==> src/rtl/uart_pkg.sv <==
// Shared FSM encoding, parity constants and helper functions for the UART blocks.
package uart_pkg;

    typedef enum logic [2:0] {
        ST_IDLE   = 3'd0,
        ST_START  = 3'd1,
        ST_DATA   = 3'd2,
        ST_PARITY = 3'd3,
        ST_STOP   = 3'd4
    } uart_state_e;

    localparam int unsigned PARITY_EVEN    = 0;
    localparam int unsigned PARITY_ODD     = 1;
    localparam int unsigned MAX_DATA_WIDTH = 9;

    // Clock cycles per bit, truncated.
    function automatic int unsigned baud_div(input int unsigned clk_mhz, input int unsigned bps);
        return (clk_mhz * 32'd1000000) / bps;
    endfunction

    // Zero-extended words give the same XOR, so one width serves every DATA_WIDTH.
    function automatic logic parity_bit(input logic [MAX_DATA_WIDTH-1:0] data, input logic odd);
        return (^data) ^ odd;
    endfunction

endpackage

==> src/rtl/uart_sync_fifo.sv <==
// Synchronous FIFO with registered full/empty/level and show-ahead read data.
module uart_sync_fifo #(
    parameter int unsigned WIDTH = 8,
    parameter int unsigned DEPTH = 16
) (
    input  logic                     clk,
    input  logic                     rst_n,
    input  logic                     push,
    input  logic [WIDTH-1:0]         push_data,
    input  logic                     pop,
    output logic [WIDTH-1:0]         pop_data_c,
    output logic                     full,
    output logic                     empty,
    output logic [$clog2(DEPTH):0]   level
);

    localparam int unsigned AW = $clog2(DEPTH);

    logic [WIDTH-1:0] mem [DEPTH];
    logic [AW:0]      wr_ptr;
    logic [AW:0]      rd_ptr;
    logic [AW:0]      wr_ptr_nxt;
    logic [AW:0]      rd_ptr_nxt;
    logic             do_push;
    logic             do_pop;

    // A full FIFO refuses a push even when a pop happens in the same cycle.
    assign do_push    = push && !full;
    assign do_pop     = pop && !empty;
    assign pop_data_c = mem[rd_ptr[AW-1:0]];

    always_comb begin
        wr_ptr_nxt = wr_ptr + (AW+1)'(do_push);
        rd_ptr_nxt = rd_ptr + (AW+1)'(do_pop);
    end

    always_ff @(posedge clk or negedge rst_n) begin
        if (!rst_n) begin
            wr_ptr <= '0;
            rd_ptr <= '0;
            full   <= 1'b0;
            empty  <= 1'b1;
            level  <= '0;
        end else begin
            wr_ptr <= wr_ptr_nxt;
            rd_ptr <= rd_ptr_nxt;
            full   <= (wr_ptr_nxt[AW] != rd_ptr_nxt[AW]) &&
                      (wr_ptr_nxt[AW-1:0] == rd_ptr_nxt[AW-1:0]);
            empty  <= (wr_ptr_nxt == rd_ptr_nxt);
            level  <= wr_ptr_nxt - rd_ptr_nxt;
        end
    end

    // Storage is not reset; the pointers alone define its contents.
    always_ff @(posedge clk) begin
        if (do_push) begin
            mem[wr_ptr[AW-1:0]] <= push_data;
        end
    end

endmodule

==> src/rtl/uart_tx_buffered.sv <==
// UART transmitter fed from an internal FIFO; queued frames are sent back-to-back.
module uart_tx_buffered
    import uart_pkg::*;
#(
    parameter int unsigned DATA_WIDTH  = 8,
    parameter int unsigned CLK_FREQ    = 50,
    parameter int unsigned BPS         = 115200,
    parameter int unsigned PARITY_ON   = 1,
    parameter int unsigned PARITY_TYPE = 1,
    parameter int unsigned STOP_BITS   = 1,
    parameter int unsigned FIFO_DEPTH  = 16
) (
    input  logic                          clk_sys,
    input  logic                          rst_n,
    input  logic                          tx_valid,
    output logic                          tx_ready,
    input  logic [DATA_WIDTH-1:0]         tx_data,
    output logic                          uart_tx,
    output logic                          tx_busy,
    output logic                          tx_done,
    output logic [$clog2(FIFO_DEPTH):0]   fifo_level
);

    localparam int unsigned BAUD_DIV = baud_div(CLK_FREQ, BPS);
    localparam int unsigned CNT_W    = $clog2(BAUD_DIV);
    localparam int unsigned BIT_W    = 4;

    uart_state_e           state;
    uart_state_e           state_nxt;
    logic [CNT_W-1:0]      baud_cnt;
    logic [CNT_W-1:0]      baud_cnt_nxt;
    logic [BIT_W-1:0]      bit_idx;
    logic [BIT_W-1:0]      bit_idx_nxt;
    logic [DATA_WIDTH-1:0] shift_reg;
    logic [DATA_WIDTH-1:0] shift_nxt;
    logic [DATA_WIDTH-1:0] fifo_data;
    logic                  parity_reg;
    logic                  parity_nxt;
    logic                  tx_nxt;
    logic                  done_nxt;
    logic                  bit_end;
    logic                  fifo_pop;
    logic                  fifo_full;
    logic                  fifo_empty;

    uart_sync_fifo #(
        .WIDTH (DATA_WIDTH),
        .DEPTH (FIFO_DEPTH)
    ) u_fifo (
        .clk        (clk_sys),
        .rst_n      (rst_n),
        .push       (tx_valid),
        .push_data  (tx_data),
        .pop        (fifo_pop),
        .pop_data_c (fifo_data),
        .full       (fifo_full),
        .empty      (fifo_empty),
        .level      (fifo_level)
    );

    assign tx_ready = ~fifo_full;
    assign bit_end  = (baud_cnt == CNT_W'(BAUD_DIV - 1));

    // Next-state, next line value and FIFO pop.
    always_comb begin
        state_nxt    = state;
        baud_cnt_nxt = bit_end ? '0 : baud_cnt + CNT_W'(1);
        bit_idx_nxt  = bit_idx;
        shift_nxt    = shift_reg;
        parity_nxt   = parity_reg;
        tx_nxt       = uart_tx;
        done_nxt     = 1'b0;
        fifo_pop     = 1'b0;
        case (state)
            ST_IDLE: begin
                baud_cnt_nxt = '0;
                tx_nxt       = 1'b1;
                if (!fifo_empty) begin
                    fifo_pop  = 1'b1;
                    state_nxt = ST_START;
                    tx_nxt    = 1'b0;
                end
            end
            ST_START: begin
                if (bit_end) begin
                    state_nxt   = ST_DATA;
                    bit_idx_nxt = '0;
                    tx_nxt      = shift_reg[0];
                end
            end
            ST_DATA: begin
                if (bit_end) begin
                    if (bit_idx == BIT_W'(DATA_WIDTH - 1)) begin
                        bit_idx_nxt = '0;
                        if (PARITY_ON != 0) begin
                            state_nxt = ST_PARITY;
                            tx_nxt    = parity_reg;
                        end else begin
                            state_nxt = ST_STOP;
                            tx_nxt    = 1'b1;
                        end
                    end else begin
                        bit_idx_nxt = bit_idx + BIT_W'(1);
                        shift_nxt   = shift_reg >> 1;
                        tx_nxt      = shift_reg[1];
                    end
                end
            end
            ST_PARITY: begin
                if (bit_end) begin
                    state_nxt = ST_STOP;
                    tx_nxt    = 1'b1;
                end
            end
            ST_STOP: begin
                if (bit_end) begin
                    if (bit_idx == BIT_W'(STOP_BITS - 1)) begin
                        done_nxt    = 1'b1;
                        bit_idx_nxt = '0;
                        if (!fifo_empty) begin
                            fifo_pop  = 1'b1;
                            state_nxt = ST_START;
                            tx_nxt    = 1'b0;
                        end else begin
                            state_nxt = ST_IDLE;
                            tx_nxt    = 1'b1;
                        end
                    end else begin
                        bit_idx_nxt = bit_idx + BIT_W'(1);
                    end
                end
            end
            default: begin
                state_nxt = ST_IDLE;
                tx_nxt    = 1'b1;
            end
        endcase
        if (fifo_pop) begin
            shift_nxt  = fifo_data;
            parity_nxt = parity_bit(MAX_DATA_WIDTH'(fifo_data), (PARITY_TYPE == PARITY_ODD));
        end
    end

    always_ff @(posedge clk_sys or negedge rst_n) begin
        if (!rst_n) begin
            state      <= ST_IDLE;
            baud_cnt   <= '0;
            bit_idx    <= '0;
            shift_reg  <= '0;
            parity_reg <= 1'b0;
            uart_tx    <= 1'b1;
            tx_done    <= 1'b0;
            tx_busy    <= 1'b0;
        end else begin
            state      <= state_nxt;
            baud_cnt   <= baud_cnt_nxt;
            bit_idx    <= bit_idx_nxt;
            shift_reg  <= shift_nxt;
            parity_reg <= parity_nxt;
            uart_tx    <= tx_nxt;
            tx_done    <= done_nxt;
            tx_busy    <= (state_nxt != ST_IDLE);
        end
    end

endmodule

==> config.mk <==
export PLATFORM = sky130hd
export DESIGN_NAME = uart_tx_buffered
export DESIGN_NICKNAME = d
export VERILOG_FILES = /design/src/rtl/uart_pkg.sv /design/src/rtl/uart_sync_fifo.sv /design/src/rtl/uart_tx_buffered.sv
export SDC_FILE = /design/constraint.sdc
export NUM_CORES = 1
export LEC_CHECK = 0
export BUFFER_PORTS_ARGS = -buffer_cell sky130_fd_sc_hd__buf_2
export CAP_MARGIN = 40
export CORE_UTILIZATION = 45
export CTS_BUF_LIST = sky130_fd_sc_hd__clkbuf_2 sky130_fd_sc_hd__clkbuf_4 sky130_fd_sc_hd__clkbuf_8
export DETAILED_ROUTE_END_ITERATION = 8
export PLACE_DENSITY = 0.6
export SLEW_MARGIN = 20
export SYNTH_ARGS = -nofsm -noshare
export SYNTH_HDL_FRONTEND = slang
export SYNTH_HIERARCHICAL = 1
export SYNTH_SLANG_ARGS = --single-unit
==> constraint.sdc <==
create_clock -name clk_sys -period 4.3 [get_ports clk_sys]
set_input_delay 0 -clock clk_sys [delete_from_list [all_inputs] [get_ports clk_sys]]
set_output_delay 0 -clock clk_sys [all_outputs]
set_load 0.005 [all_outputs]
==> qor.txt <==
Status: finished, final reports clean
Critical Path End Type: flop
Syn avg cell area: 15.4 µm²
Post-synthesis sequential area ratio: 0.655
Max FFs per register: 128
Initial antenna violation count: 0
Hold Crit Class: primary input to asynchronous set/reset pin
Most numerous cell in the Yosys netlist: edfxtp_1
CP required: 4640 ps
Drt wl/cell: 19.6 µm
DRT iter0 DRCs: 225
Worst hold slack: 33.4 ps
Synth Area in Adders: 0.0148
P per Cell Area: 659 nW/µm²
Layout cells sized above 1: 0.218
CTS root buffer: clkbuf_8
Synth async-reset ratio: 0.260
H-tree level count: 4
Worst setup SP type: flop
EDFF count, synth: 128
Slew @ Worst Pin: 849 ps
CP Max Fanout: 6
Area share of and/or/nand/nor cells after synthesis: 0.0742
Num CTS Buffers: 17
Synth Area in XOR/XNOR: 0.0444
Area contributors post-synth: edfxtp_1 (51%), dfrtp_1 (14%), mux4_2 (4.7%), mux2i_1 (3.4%), xnor2_1 (2.1%)
Syn Std Cell Area: 7590 µm²
Post-route setup TNS: 0 ps
Rows: 47
Final core utilization: 0.511
Die Height: 132 µm
First-pass GRT wire length: 23,700 µm
RSZ-0062 raised after global routing: no
Final period demand of the worst path: 3540 ps
Synthesized Nets: 512
Clock sink count: 173
Fin. max-slew vios: 0
Clk buf depth: 2
DR vias/cell: 5.43
DRT Pass-1 Iters: 5
Final clock skew: 15.1 ps
Main combinational cell family by area after synthesis: multiplexers
GR Overflow Total: 0
Post-DRT Antenna Nets: 0
Final setup vio count: 0
FILL cells: 1,404
Worst skew pair latency: 460 ps
Final nets: 548
Period utilization: 0.823
Hold Fails Final Rpt: 0
Critical Path AT: 3880 ps
Clock slew seen by the registers of the worst setup and hold paths: 90 ps
IO Port Bufs: 19
Synth warnings: 6
Gate Count Post-Synth: 492
Main synth FF type: edfxtp_1
Die width: 132 µm
#FFs+latches synth: 173
Initial Util: 0.459
Dpl hpwl: 9630 µm
Max-Cap Viols: 0
Boundary Pins: 20
Critical path class: flop to flop
Mux cell area share after synthesis: 0.122
Synth Area in Compound Gates: 0.0646
CTS tree: yes
Sequential Area: 4970 µm²
Syn-to-layout area delta: 11.4%
Area of the multi-input gates: 2430 µm²
Largest net degree at the start of global routing: 52
Synth area leader: edfxtp_1
Slew HR: 0.432
Lkg Pwr: 3.06 nW
Peak VDD IR: 0.305 mV
Die area: 17,400 µm²
Commonest cells post-synth: edfxtp_1 (128), dfrtp_1 (43), nor2_1 (31), mux2i_1 (26), o21ai_0 (24)
Top achievable clock speed: 282 MHz
Via count: 4,130
Area of the core: 16,500 µm²
Vias in the first global route: 4,260
Detailed Route WL: 14,900 µm
Count of cell types in the netlist: 60
Overall Power: 0.00557 W
Antenna diodes: 0
Gpl congestion: 0.798
Total GRT Usage: 0.184
Synth top area share: 0.507
DRC violations left: 0
[cell families after synthesis]
family / count (synthesis)
DFF: 173
xor gates and xnor gates: 31
muxes: 67
AOI/OAI and AO/OA: 74
buffers and inverters: 39
adders and majority gates: 9
and+or+nand+nor: 99
[timing repair]
item,CTS,global route
resized for setup,0,0
hold buffers,9,0
setup buffers,0,0
hold endpoints to repair,172,0
[layout by cell type (no fill, tap or decap), types with 3 or more instances in the layout]
master,netlist,layout
nand3_1,10,10
edfxtp_1,128,128
inv_1,14,14
mux2_2,9,9
mux2_1,9,9
nor2b_1,4,4
buf_4,4,10
a22oi_1,9,9
clkbuf_8,0,17
a31oi_1,3,3
nand2_1,14,14
nor3_1,9,9
ha_1,9,9
xor2_1,8,8
or3b_2,3,3
clkinv_4,0,3
o21ai_0,24,24
xnor2_1,18,18
dfrtp_1,43,42
dlygate4sd3_1,0,9
a221oi_1,8,8
nand2b_1,7,7
a21oi_1,13,13
o31ai_1,3,3
nor2_1,31,31
inv_6,0,5
mux2i_1,26,26
mux4_2,16,16
buf_2,7,20
inv_8,0,3
mux2_4,7,7
[layer usage]
metal  global-route usage  part of all wire
met1                0.237              0.43
met4               0.0762             0.018
met3               0.0438             0.055
met2                0.299              0.50
met5                    0                 0
[cell type report]
class / count / share of cell area
sequential: 173 / 0.589
inverter: 15 / 0.00666
clock inverter: 15 / 0.0207
timing repair buffer: 41 / 0.0361
multi-input combinational: 280 / 0.288
tap: 220 / 0.0326
clock buffer: 17 / 0.0277
[where the power goes]
part / switching (W) / internal (W)
Clock: 0.000622 / 0.000537
Combinational: 0.00113 / 0.000993
Sequential: 0.000200 / 0.00209
Total: 0.00195 / 0.00362
[critical path, cell delays in order, from the launching register on]
cell      delay [ps]
dfrtp_1          470
nor4b_2          610
nand3_2          140
a2111o_1         480
inv_1            110
and3b_1          330
xnor2_2          180
inv_2             90
xnor2_1          140
ha_1             230
a21oi_2          180
a31oi_1          110
o32a_1           360
[through the flow]
| stage | setup WS, ps | std cells | area [µm²] |
|---|---|---|---|
| final | 759 | 761 | 8450 |
| after global routing | 514 | 761 | 8450 |
| after CTS | 765 | 758 | 8430 |
| after detailed placement | 829 | 717 | 7930 |
| after global placement | 920 | 715 | 7900 |
| after floorplan | 994 | 492 | 7590 |
[final timing paths]
kind	end	start	cells after the start	slack (ps)
max in group asynchronous	u_fifo/empty	rst_n	3	3690
min in group clk_sys	u_fifo/wr_ptr[0]	tx_valid	3	190
worst max register to register	u_fifo/level[4]	baud_cnt[2]	12	760
worst min register to register	u_fifo/rd_ptr[4]	u_fifo/rd_ptr[4]	1	490
worst min-delay path	bit_idx[0]	rst_n	2	30
worst max-delay path	u_fifo/level[4]	baud_cnt[2]	12	760
Power figures use the tool's default switching activity.
